--- src/rtl/decade_pkg.sv ---
// decade_pkg: shared BCD type, terminal value and increment-with-wrap helper
package decade_pkg;
  typedef logic [3:0] bcd_t;
  localparam bcd_t BCD_MAX = 4'd9;
  function automatic bcd_t bcd_inc(input bcd_t v);
    return (v >= BCD_MAX) ? '0 : v + 4'd1;
  endfunction
endpackage

--- src/rtl/bcd_digit.sv ---
// bcd_digit: one BCD digit (clk, rst sync high, en advance, q value, tc = en & q==9); codes 10-15 advance to 0
module bcd_digit
  import decade_pkg::*;
(
  input  logic clk,
  input  logic rst,
  input  logic en,
  output bcd_t q,
  output logic tc
);
  bcd_t r_q;
  always_ff @(posedge clk)
    r_q <= rst ? '0 : en ? bcd_inc(r_q) : r_q;
  assign q  = r_q;
  assign tc = en & (r_q == BCD_MAX);
endmodule

--- src/rtl/decade_counter.sv ---
// decade_counter: DIGITS-digit BCD counter (clk, rst sync high, in enable, cnt registered BCD, carry = in & all digits 9)
module decade_counter
  import decade_pkg::*;
#(
  parameter int DIGITS = 1
) (
  input  logic                  clk,
  input  logic                  rst,
  input  logic                  in,
  output logic [4*DIGITS-1:0]   cnt,
  output logic                  carry
);
  logic [DIGITS-1:0] w_en;
  logic [DIGITS-1:0] w_tc;
  for (genvar g = 0; g < DIGITS; g++) begin : g_dig
    if (g == 0) begin : g_first
      assign w_en[g] = in;
    end else begin : g_next
      assign w_en[g] = w_tc[g-1];
    end
    bcd_digit u_dig (
      .clk (clk),
      .rst (rst),
      .en  (w_en[g]),
      .q   (cnt[4*g+:4]),
      .tc  (w_tc[g])
    );
  end
  assign carry = w_tc[DIGITS-1];
endmodule

--- config.mk ---
export PLATFORM = sky130hd
export DESIGN_NAME = decade_counter
export DESIGN_NICKNAME = d
export VERILOG_FILES = /design/src/rtl/decade_pkg.sv /design/src/rtl/bcd_digit.sv /design/src/rtl/decade_counter.sv
export SDC_FILE = /design/constraint.sdc
export NUM_CORES = 1
export LEC_CHECK = 0
export CORE_AREA = 2 2 39 41
export DETAILED_ROUTE_END_ITERATION = 6
export DIE_AREA = 0 0 41 43
export PLACE_DENSITY = 0.36
export SYNTH_ARGS = -nofsm -noshare
export SYNTH_HDL_FRONTEND = slang
export SYNTH_SLANG_ARGS = --single-unit
--- constraint.sdc ---
create_clock -name clk -period 1.6 [get_ports clk]
set_clock_uncertainty 0.05 [all_clocks]
set_input_delay 0.4 -clock clk [delete_from_list [all_inputs] [get_ports clk]]
set_output_delay 0.4 -clock clk [all_outputs]
set_load 0.02 [all_outputs]
== Yosys cells after proc, flatten, opt, wreduce, memory -nomap -nowiden ==
Index checks and enable logic that the tools add are counted.
Storage, ports and cells
  bits in registers: 4
  bits of input ports: 3
Operators by class
  $add $sub $neg: 1
  magnitude comparators: 1
  equal/unequal tests: 1
  mux-type cells: 1
  bitwise gates (word level): 1
Operators with widths (number)
  adder 4 x 1 -> 4 bit, second input constant: 1
  == test 4 bit, second input constant: 1
  greater-or-equal comparator 4 bit, second input constant: 1
  2-to-1 mux 4 bit: 1
  bitwise AND 1 bit: 1

== Longest topological paths before layout ==
Gate-level depths: netlist (run 1).
  depth after elaboration: 2
  gate-level depth with buffers: 5
  depth with buffers taken out: 5

== Worst setup path before layout (run 1) ==
No wires, ideal clock.
  path type: register to output
  from: register g_dig[0].u_dig.r_q[0]
  to: output port carry
  arrival: 1.254 ns
  slack: -0.104 ns
  stages on the path, launching flop included: 3
  cell sequence: dfxtp_1 > ha_1 > nor3b_1
Between the ends
  cells in the longest elaborated chain, start to end: 2
RTL lines
  start, declared: line bcd_digit.sv:11  | bcd_t r_q;
  start signal, assigned: line bcd_digit.sv:13  | r_q <= rst ? '0 : en ? bcd_inc(r_q) : r_q;
  == test 4 bit: line bcd_digit.sv:15  | assign tc = en & (r_q == BCD_MAX);
  bitwise AND 1 bit: line bcd_digit.sv:15
  end, declared: line decade_counter.sv:11  | output logic carry
Every way passes these cells.

== Final worst setup path (run 1) ==
  from: register g_dig[0].u_dig.r_q[1]
  to: output port carry
The elaborated chain is that of the path after synthesis.

==> flow_metrics.tcl, run 1 <==
set metrics [dict create \
    outcome "finished, final reports clean" \
    cts_made_buffers 3 \
    clk_path_buf_depth 2 \
    grt_max_degree 6 \
    ys_async_sr_fraction_pct 0 \
    arrival_ns 1.08 \
    clk_pin_slew_ns 0.03 \
    grt_overflow 0 \
    min_to "g_dig[0].u_dig.q[1]" \
    setup_ws_ns 0.07428 \
    regToRegSetupSlack_ns 0.34 \
    grt_pass1_wl_um 807 \
    crit_family "flip-flops" \
    die_w_um 41 \
    synth_compound_area_share_pct 5.202 \
    synth_xor_area_share_pct 12.14 \
    path_cells "inv_1, ha_1, nor3b_2, buf_4" \
    synthAdderAreaFrac_pct 17.34 \
    synth_area_per_cell_um2 9.411 \
    layout_min_cycle_time_ns 1.526 \
    drive_gt1_share_pct 37.50 \
    r2r-end "g_dig[0].u_dig.q[1]" \
    final_util_pct 27.58 \
    die-area_um2 1763 \
    vias 207 \
    ant_nets 0 \
    tightest_slew_ns 0.2165 \
    routed_wirelength_um 529 \
    synth_enable_flop_cells 0 \
    io_pins 8 \
    preCtsSetupSlack_ns -0.6155 \
    critPathSlowestCell "dfxtp_2" \
    whs_path_depth 3 \
    synth_top_area_share_pct 36.99 \
    htree_levels 1 \
    synth_seq_cells 4 \
    critPathLaunchType "register" \
    reg2reg_depth 6 \
    post-route-period-util_pct 95.36 \
    routed_via_density 3.696 \
    rows 14 \
    yosysTopAreaCell "dfxtp_1" \
    yosys.cell_types.count 11 \
    yosys-top-cells-count "dfxtp_1 (4), nor2_1 (4), ha_1 (3)" \
    synthCells 23 \
    cap_violations 0 \
    core_um2 1384 \
    synthFlopType "dfxtp_1" \
    seq_area_frac_synth_pct 36.99 \
    synthTopCellsByArea "dfxtp_1 (37%), ha_1 (17%), xor2_1 (8.1%), nor2_1 (6.9%), nor3b_1 (6.9%)" \
    clk_latency_ns 0.23 \
    vdd.ir_drop.worst_mv 0.2813 \
    yosys.area_share.simple_pct 20.23 \
    synth_top_family_by_area "simple AND/OR/NAND/NOR gates" \
    hpwl_um 447.7 \
    required_ns 1.15 \
    muxShareOfSynthArea_pct 4.624 \
    antenna_found_initial 0 \
    whs_ns 0.5566 \
    cts_tree "built" \
    grt_use_total_pct 7.114 \
    maxSlewViolCount 0 \
    worst-path-max-fanout 2 \
    holdBufCountCts 0 \
    timing.rr.start "g_dig[0].u_dig.q[0]" \
    p_leak_nw 0.1861 \
    synth_fp_nets 29 \
    wl_per_cell_um 9.446 \
    end_kind "primary output" \
    root_buffer "clkbuf_4" \
    grt_pass1_vias 208 \
    route.detailed.drc 0 \
    rsz0062_at_grt "no" \
    die_h_um 43 \
    yosysWarnings 0 \
    hold_start "g_dig[0].u_dig.q[1]" \
    cts_num_sinks 4 \
    place_congestion 0.7079 \
    min_path_type "reg2reg" \
    critPathBufInv 2 \
    drt_first_pass_iters 4 \
    power.density_nw_per_um2 784.9 \
    slew_headroom_pct 85.53 \
    areaGrowthSynthToFinish_pct 76.30 \
    final_nets 48 \
    initial_core_util_pct 15.64 \
    fmax_mhz 655.4 \
    drt_iter0_markers 1 \
    path_class "reg2out" \
    synth_area_um2 216.5 \
    io_buffers 7 \
    setup_viol 0 \
    critPathMaxStageDelay_ns 0.31 \
    diodes 0 \
    largest_reg_flops 4 \
    hold_viol 0 \
]
[power by group]
part,total [W],internal [W],leakage (nW),switching (W)
combinational,0.0000654,0.0000338,0.139,0.0000316
clock,0.000125,0.0000839,0.0138,0.0000407
sequential,0.000109,0.000106,0.0331,0.00000324
total,0.000300,0.000224,0.186,0.0000756
[through the flow]
stage | total power (W) | setup TNS [ns] | std cells | area (um2)
final | 0.0002995 | 0 | 56 | 381.6
after detailed placement | 0.0001816 | -0.6155 | 53 | 364.1
after global placement | 0.0001801 | -0.5989 | 53 | 364.1
after global routing | 0.0003189 | 0 | 56 | 381.6
after floorplan | 0.0001442 | 0 | 23 | 221.5
after CTS | 0.0003047 | 0 | 56 | 380.4
[cell families after synthesis]
kind of cell,after synthesis
simple gates,9
flops,4
xor+xnor,3
fa+ha+maj,3
buf+inv,2
compound gates,1
mux,1
[layout by cell type, fill, tap and decap left out, drive strengths merged]
master         n
buf            8
clkbuf         3
clkdlybuf4s50  1
dfxtp          4
dlygate4sd2    5
ha             3
inv            2
mux2i          1
nand2          2
nand4          1
nor2           4
nor3b          2
o21bai         1
xnor2          1
xor2           2
[metal layers]
layer / vias to the layer above / global-route usage (%) / part of all wire (%)
met2: 7 / 10.00 / 49
met5: - / 0 / 0
met3: 0 / 3.665 / 9.1
met4: 0 / 6.000 / 0
met1: 90 / 7.348 / 41
li1: 110 / - / -
[worst min-delay path, cell delays in order, from the launching register on]
cell and delay, ns:
dfxtp_2 0.31, buf_4 0.11, mux2i_1 0.06, nor2_1 0.08
[worst max path at each step]
stage,startpoint,to,cells after the start
after floorplan,g_dig[0].u_dig.q[0],carry,2
after global placement,in,carry,4
after detailed placement,in,carry,4
after CTS,g_dig[0].u_dig.q[1],carry,4
after global routing,g_dig[0].u_dig.q[1],carry,4
final,g_dig[0].u_dig.q[1],carry,4
[layout make-up]
class	count	area, um2
fill	152	1002
multi-input combinational	17	136.4
timing repair buffer	14	113.9
sequential	4	81.33
clock buffer	3	22.52
tap	16	20.02
inverter	2	7.507
[what timing repair did]
item,4_1_cts,5_1_grt
setup buffers,0,0
pin swaps,0,0
hold endpoints to repair,0,0
endpoints found under the setup margin,5,1
resized for setup,11,1
(Power assumes the default switching activity.)
==> inputs of run 2 (changes only) <==
--- a/config.mk
+++ b/config.mk
@@ -8,6 +8,7 @@
 export CORE_AREA = 2 2 39 41
 export DETAILED_ROUTE_END_ITERATION = 6
 export DIE_AREA = 0 0 41 43
+export MAX_ROUTING_LAYER = met4
 export PLACE_DENSITY = 0.36
 export SYNTH_ARGS = -nofsm -noshare
 export SYNTH_HDL_FRONTEND = slang
==> results of run 2 <==
No change in the layout: final DEF, timing and power equal those of run 1.
Main changes from that run: final weighted congestion in routability-driven placement 0.7079 -> 0.7158; overall routing resource usage 7.114% -> 7.290%
==> inputs of run 3 (changes only) <==
--- a/config.mk
+++ b/config.mk
@@ -6,6 +6,7 @@
 export NUM_CORES = 1
 export LEC_CHECK = 0
 export CORE_AREA = 2 2 39 41
+export CTS_CLUSTER_SIZE = 12
 export DETAILED_ROUTE_END_ITERATION = 6
 export DIE_AREA = 0 0 41 43
 export MAX_ROUTING_LAYER = met4
==> results of run 3 <==
No change in the layout: final DEF, timing and power equal those of run 1.
Main changes from that run: final weighted congestion in routability-driven placement 0.7079 -> 0.7158; overall routing resource usage 7.114% -> 7.290%
